File: config.mk
export PLATFORM = sky130hd
export DESIGN_NAME = ifetch_ctrl
export DESIGN_NICKNAME = d
export VERILOG_FILES = /design/src/rtl/ifetch_ctrl.sv
export SDC_FILE = /design/constraint.sdc
export NUM_CORES = 1
export LEC_CHECK = 0
export ABC_AREA = 1
export CORE_MARGIN = 2
export CORE_UTILIZATION = 49
export CTS_CLUSTER_SIZE = 12
export DETAILED_ROUTE_END_ITERATION = 8
export PLACE_DENSITY_LB_ADDON = 0.15
export SETUP_SLACK_MARGIN = 0.3
export SKIP_CTS_REPAIR_TIMING = 1
export SYNTH_ARGS = -nofsm -noshare
export SYNTH_HDL_FRONTEND = slang
export SYNTH_SLANG_ARGS = --single-unit
File: constraint.sdc
create_clock -name clk -period 1.6 [get_ports clk]
set_input_delay 0.24 -clock clk [delete_from_list [all_inputs] [get_ports clk]]
set_output_delay 0.24 -clock clk [all_outputs]
set_load 0.02 [all_outputs]
File: src/rtl/ifetch_ctrl.sv
// ifetch_ctrl: instruction-fetch sequencer.
// Owns the fetch PC, issues one word request at a time to instruction memory,
// buffers returned words in a small prefetch FIFO and hands them to decode
// over a valid/ready handshake. Branch redirects flush the FIFO and drop any
// word still in flight.
// Optional feature macro: IFETCH_ALIGN_CHK_EN (alignment / range fault check).
module ifetch_ctrl #(
   parameter int                ADDR_W     = 32,
   parameter logic [ADDR_W-1:0] RESET_PC   = '0,
   parameter int                FIFO_DEPTH = 2,
   parameter int                MEM_BYTES  = 32
) (
   input  logic              clk,
   input  logic              reset,
   input  logic              fetch_en,
   input  logic              branch_valid,
   input  logic [ADDR_W-1:0] branch_target,
   output logic              mem_req,
   output logic [ADDR_W-1:0] mem_addr,
   input  logic              mem_ack,
   input  logic [31:0]       mem_rdata,
   output logic              inst_valid,
   input  logic              inst_ready,
   output logic [31:0]       inst_code,
   output logic [ADDR_W-1:0] inst_pc,
   output logic              fetch_fault
);

   localparam int PTR_W = (FIFO_DEPTH > 1) ? $clog2(FIFO_DEPTH) : 1;
   localparam int CNT_W = $clog2(FIFO_DEPTH + 1);
   localparam logic [CNT_W-1:0] DEPTH_C = CNT_W'(FIFO_DEPTH);

   // Elaboration-time parameter sanity.
   generate
      if ((FIFO_DEPTH < 2) || ((FIFO_DEPTH & (FIFO_DEPTH - 1)) != 0)) begin : g_bad_depth
         $error("ifetch_ctrl: FIFO_DEPTH must be a power of two >= 2");
      end
      if (MEM_BYTES < 4) begin : g_bad_mem
         $error("ifetch_ctrl: MEM_BYTES must hold at least one word");
      end
   endgenerate

   typedef enum logic [1:0] {
      ST_IDLE    = 2'd0,
      ST_REQ     = 2'd1,
      ST_DISCARD = 2'd2
   } state_e;

   state_e            state_q, state_d;
   logic [ADDR_W-1:0] pc_q, pc_d;
   logic [ADDR_W-1:0] disc_addr_q, disc_addr_d;
   logic [CNT_W-1:0]  count_q, count_d;
   logic [PTR_W-1:0]  rd_ptr_q, rd_ptr_d;
   logic [PTR_W-1:0]  wr_ptr_q, wr_ptr_d;
   logic [ADDR_W-1:0] fifo_pc_q   [FIFO_DEPTH];
   logic [31:0]       fifo_word_q [FIFO_DEPTH];
   logic [FIFO_DEPTH-1:0] wr_en;

   logic              push;
   logic              pop;
   logic [ADDR_W-1:0] pc_inc;
   logic [CNT_W-1:0]  count_after;
   logic              next_ok;

`ifdef IFETCH_ALIGN_CHK_EN
   logic fault_q, fault_d;

   // A fetch is illegal if misaligned or if any byte of the word lies past
   // the end of memory; the extra bit keeps pc+3 from wrapping.
   function automatic logic addr_bad(input logic [ADDR_W-1:0] a);
      logic [ADDR_W:0] last_byte;
      last_byte = {1'b0, a} + (ADDR_W+1)'(3);
      return (a[1:0] != 2'b00) || (last_byte >= (ADDR_W+1)'(MEM_BYTES));
   endfunction

   assign fetch_fault = fault_q;
`else
   assign fetch_fault = 1'b0;
`endif

   assign inst_valid  = (count_q != '0);
   assign pop         = inst_valid & inst_ready;
   assign inst_code   = inst_valid ? fifo_word_q[rd_ptr_q] : 32'h0;
   assign inst_pc     = inst_valid ? fifo_pc_q[rd_ptr_q]   : '0;
   assign mem_req     = (state_q != ST_IDLE);
   // While discarding, the memory still sees the address of the stale request.
   assign mem_addr    = (state_q == ST_DISCARD) ? disc_addr_q : pc_q;
   assign pc_inc      = pc_q + ADDR_W'(4);
   // Occupancy after this cycle's push and pop; only meaningful when pushing.
   assign count_after = count_q + CNT_W'(1) - {{(CNT_W-1){1'b0}}, pop};

`ifdef IFETCH_ALIGN_CHK_EN
   // Back-to-back issue only continues to an address that passes the check;
   // otherwise IDLE re-evaluates and raises the fault.
   assign next_ok = !addr_bad(pc_inc);
`else
   assign next_ok = 1'b1;
`endif

   // Fetch sequencer: next state, next PC and push decision.
   always_comb begin
      state_d     = state_q;
      pc_d        = pc_q;
      disc_addr_d = disc_addr_q;
      push        = 1'b0;
`ifdef IFETCH_ALIGN_CHK_EN
      fault_d     = fault_q;
`endif
      case (state_q)
         ST_IDLE: begin
            if (branch_valid) begin
               pc_d = branch_target;
            end else if (fetch_en && (count_q < DEPTH_C)) begin
`ifdef IFETCH_ALIGN_CHK_EN
               if (!fault_q) begin
                  if (addr_bad(pc_q)) begin
                     fault_d = 1'b1;
                  end else begin
                     state_d = ST_REQ;
                  end
               end
`else
               state_d = ST_REQ;
`endif
            end
         end
         ST_REQ: begin
            if (mem_ack) begin
               if (branch_valid) begin
                  state_d = ST_IDLE;
                  pc_d    = branch_target;
               end else begin
                  push = 1'b1;
                  pc_d = pc_inc;
                  if (fetch_en && (count_after < DEPTH_C) && next_ok) begin
                     state_d = ST_REQ;
                  end else begin
                     state_d = ST_IDLE;
                  end
               end
            end else if (branch_valid) begin
               state_d     = ST_DISCARD;
               disc_addr_d = pc_q;
               pc_d        = branch_target;
            end
         end
         ST_DISCARD: begin
            if (branch_valid) begin
               pc_d = branch_target;
            end
            if (mem_ack) begin
               state_d = ST_IDLE;
            end
         end
         default: begin
            state_d = ST_IDLE;
         end
      endcase
   end

   // FIFO pointer/occupancy update; a branch empties the buffer outright.
   always_comb begin
      rd_ptr_d = rd_ptr_q;
      wr_ptr_d = wr_ptr_q;
      count_d  = count_q;
      if (branch_valid) begin
         rd_ptr_d = '0;
         wr_ptr_d = '0;
         count_d  = '0;
      end else begin
         if (push) begin
            wr_ptr_d = wr_ptr_q + PTR_W'(1);
         end
         if (pop) begin
            rd_ptr_d = rd_ptr_q + PTR_W'(1);
         end
         count_d = count_q + {{(CNT_W-1){1'b0}}, push} - {{(CNT_W-1){1'b0}}, pop};
      end
   end

   genvar gi;
   generate
      for (gi = 0; gi < FIFO_DEPTH; gi++) begin : g_wr_en
         assign wr_en[gi] = push && (wr_ptr_q == PTR_W'(gi));
      end
   endgenerate

   // Sequencer and FIFO control registers.
   always_ff @(posedge clk or negedge reset) begin
      if (!reset) begin
         state_q     <= ST_IDLE;
         pc_q        <= RESET_PC;
         disc_addr_q <= RESET_PC;
         count_q     <= '0;
         rd_ptr_q    <= '0;
         wr_ptr_q    <= '0;
      end else begin
         state_q     <= state_d;
         pc_q        <= pc_d;
         disc_addr_q <= disc_addr_d;
         count_q     <= count_d;
         rd_ptr_q    <= rd_ptr_d;
         wr_ptr_q    <= wr_ptr_d;
      end
   end

   // FIFO storage: each entry holds {pc, word} of one returned fetch.
   always_ff @(posedge clk or negedge reset) begin
      if (!reset) begin
         for (int i = 0; i < FIFO_DEPTH; i++) begin
            fifo_pc_q[i]   <= '0;
            fifo_word_q[i] <= '0;
         end
      end else begin
         for (int i = 0; i < FIFO_DEPTH; i++) begin
            if (wr_en[i]) begin
               fifo_pc_q[i]   <= pc_q;
               fifo_word_q[i] <= mem_rdata;
            end
         end
      end
   end

`ifdef IFETCH_ALIGN_CHK_EN
   // Sticky fault flag; only reset clears it.
   always_ff @(posedge clk or negedge reset) begin
      if (!reset) begin
         fault_q <= 1'b0;
      end else begin
         fault_q <= fault_d;
      end
   end
`endif

`ifndef SYNTHESIS
   // The issue-time room check must make a push into a full FIFO impossible.
   a_no_overflow: assert property (@(posedge clk) disable iff (!reset)
      !(push && (count_q == DEPTH_C)));
`endif

endmodule

==> metrics.cfg <==
[critical_path]
critical_path_class = flop to output pin
worstReg2RegStart = state_q[0]
critPathArrivalTime_ns = 1.66
required_ns = 1.36
rr_endpoint = fifo_word_q[41]
startpoint_type = flop
r2r_slack_ns = -0.28
cp_max_fo = 16
end_kind = output pin
r2r_cells = 11

[global_routing]
grt_pass1_vias = 8993
grt_max_degree = 67
grt_pass1_wl_um = 45800
overflow = 0
grt_usage_pct = 26.7
grt_antenna_before_repair = 0

[synthesis]
seq_area_frac_synth_pct = 49.7
avgSynthCellArea_sq_um = 7.72
ys_seq_elements = 198
postSynthCellCount = 1291
yosys.area.top_type = dfrtp_1
synth_flop_cell = dfrtp_1
syn-cell-area_sq_um = 9970
synth.area.top_cells = dfrtp_1 50%, nand2_1 16%, o21ai_0 6.9%, a21oi_1 5.5%, o21ai_2 4.4%
synth_edf_count = 0
yosysUniqueCellTypes = 34
synth_top_area_share_pct = 49.7
async_flop_share_pct = 100
yosys_warnings = 0
mappedNetlistNets = 1364

[clock_network]
cts_max_path_buffers = 2
clock_tree.root_cell = clkbuf_16
cts_tree = built
cts.sinks = 198
htreeDepth = 4
clkTransAtPathRegs_ns = 0.08
clk_latency_ns = 0.44
cts_buffers = 17

[placed_design]
io_buffers = 167
place_inst = 1752
placed_area_sq_um = 13700
dp.final_hpwl_um = 19900
place_congestion = 0.927

[detailed_routing]
drt_first_iter_violations = 780
via_per_inst = 5.39
firstDrtPassIters = 6
wire_per_inst_um = 17.9
wl_um = 32600
antenna_left = 0
drc_errors = 0
vias = 9808

[layout]
n_fill_cell = 1403
drive_above_1_share_pct = 34.3
final_common_cell = nand2_1
regArea_sq_um = 4960
fin_nets = 1610
final_area_sq_um = 15300
layout.cells.non_filler = 1820
antennaDiodeCount = 0
multi_input_area_sq_um = 5760
area_growth_pct = 53.8
mostFrequentLayoutCells = 384 x nand2_1, 196 x dfrtp_1, 138 x o21ai_0

[timing]
setup_ws_ns = -0.304
timing.clock.skew_ns = 0.0196
timing.fmax_mhz = 525
finalCritPeriodShare_pct = 119
slew_viol_final = 0
finalHoldViolations = 0
rsz0062_at_grt = true
period_needed_ns = 1.90
setup_viol = 226

[power]
p_int_w = 0.0159
p_sw_share_pct = 43.0
p_clk_share_pct = 15.7
ir_drop_mv = 0.924
cellPowerDensity_nw_per_um2 = 1820
seqPwrFrac_pct = 31.2
p_switching_w = 0.0120
p_comb_share_pct = 53.0
total_power_w = 0.0279
p_leak_nw = 6.94

[min_path]
hold_class = primary input to async pin

[floorplan]
fp.dieH_um = 147
dieArea_sq_um = 21500
die_w_um = 147
pin_count = 169
start_util_pct = 49.6
rows = 52
core_sq_um = 20100

[flow_run]
max-cap-violations = 0

[status]
status = complete, but fails checks
violations = negative setup slack

-- cell usage after synthesis, drive strengths merged (2+ instances only) --
master  number
buf         34
clkbuf      41
inv         99
dfrtp      198
nand4        5
o21ai      203
nand3       39
nand3b       2
a21oi      109
xor2         4
a22oi        2
nor2       100
nand2      437
ha           3
o211ai       2
nor3         4
-- sequential cells by signal (all words and copies together) (netlist names) --
name         count
fifo_word_q     64
pc_q            32
rd_ptr_q         1
state_q          2
disc_addr_q     32
count_q          2
fifo_pc_q       64
wr_ptr_q         1
-- worst max-delay path, cell delays in order, from the launching register on --
cell and delay [ns]:
dfrtp_2 0.48, clkinv_4 0.14, buf_12 0.16, nand2_1 0.11, a21oi_2 0.17, buf_4 0.16
-- kinds of logic (layout without fill, tap and decap cells) --
logic type,after synthesis,after routing,share of synthesized area (%)
adders and majority gates,3,3,0.377
DFF,198,198,49.7
AOI/OAI and AO/OA,320,320,18.2
muxes,1,1,0.100
xor gates and xnor gates,5,5,0.439
other,1,1,0.0376
buffers and inverters,175,433,7.71
and+or+nand+nor,588,589,23.5
-- worst max-delay path by stage --
stage	end	cells after the start	slack, ns	startpoint
after floorplan	count_q[0]	11	0.04	state_q[0]
after global placement	fifo_pc_q[57]	8	-0.27	mem_ack
after detailed placement	fifo_word_q[37]	8	-0.31	mem_ack
after CTS	mem_addr[26]	5	-0.74	state_q[1]
after global routing	fifo_word_q[41]	11	-0.36	state_q[0]
final	inst_pc[23]	5	-0.30	rd_ptr_q
-- power groups by stage --
stage	logic, W	clock network (W)	registers [W]
2_1_floorplan	0.00824	0	0.00812
3_3_place_gp	0.0123	0	0.00831
3_5_place_dp	0.0125	0	0.00840
4_1_cts	0.0126	0.00441	0.00833
5_1_grt	0.0158	0.00466	0.00893
6_report	0.0148	0.00438	0.00871
-- through the flow --
| step | setup WS (ns) | setup TNS (ns) | utilization (%) | hold slack [ns] |
|---|---|---|---|---|
| final | -0.304 | -38.23 | 76.3 | 0.262 |
| after global routing | -0.361 | -56.86 | 76.3 | 0.269 |
| after CTS | -0.738 | -73.40 | 70.9 | -0.300 |
| after detailed placement | -0.311 | -54.80 | 68.0 | 0.172 |
| after global placement | -0.267 | -48.02 | 68.0 | 0.168 |
| after floorplan | 0.0362 | 0 | - | -0.0556 |
-- layer usage --
metal / vias up / GRT usage [%] / routed length, um
met5: - / 0 / 0
met4: 0 / 7.72 / 563
met3: 54 / 3.53 / 1800
met2: 354 / 42.3 / 16300
met1: 4756 / 38.6 / 13900
li1: 4644 / - / -
-- area by class of cell --
cell class                      instances  area share (%)
Clock buffer                           18            2.86
Clock inverter                         14            1.04
Inverter                              100            2.52
Multi-Input combinational cell        919            37.6
Sequential cell                       198            32.3
Tap cell                              270            2.20
Timing Repair Buffer                  301            21.4
Power figures use the tool's default switching activity.
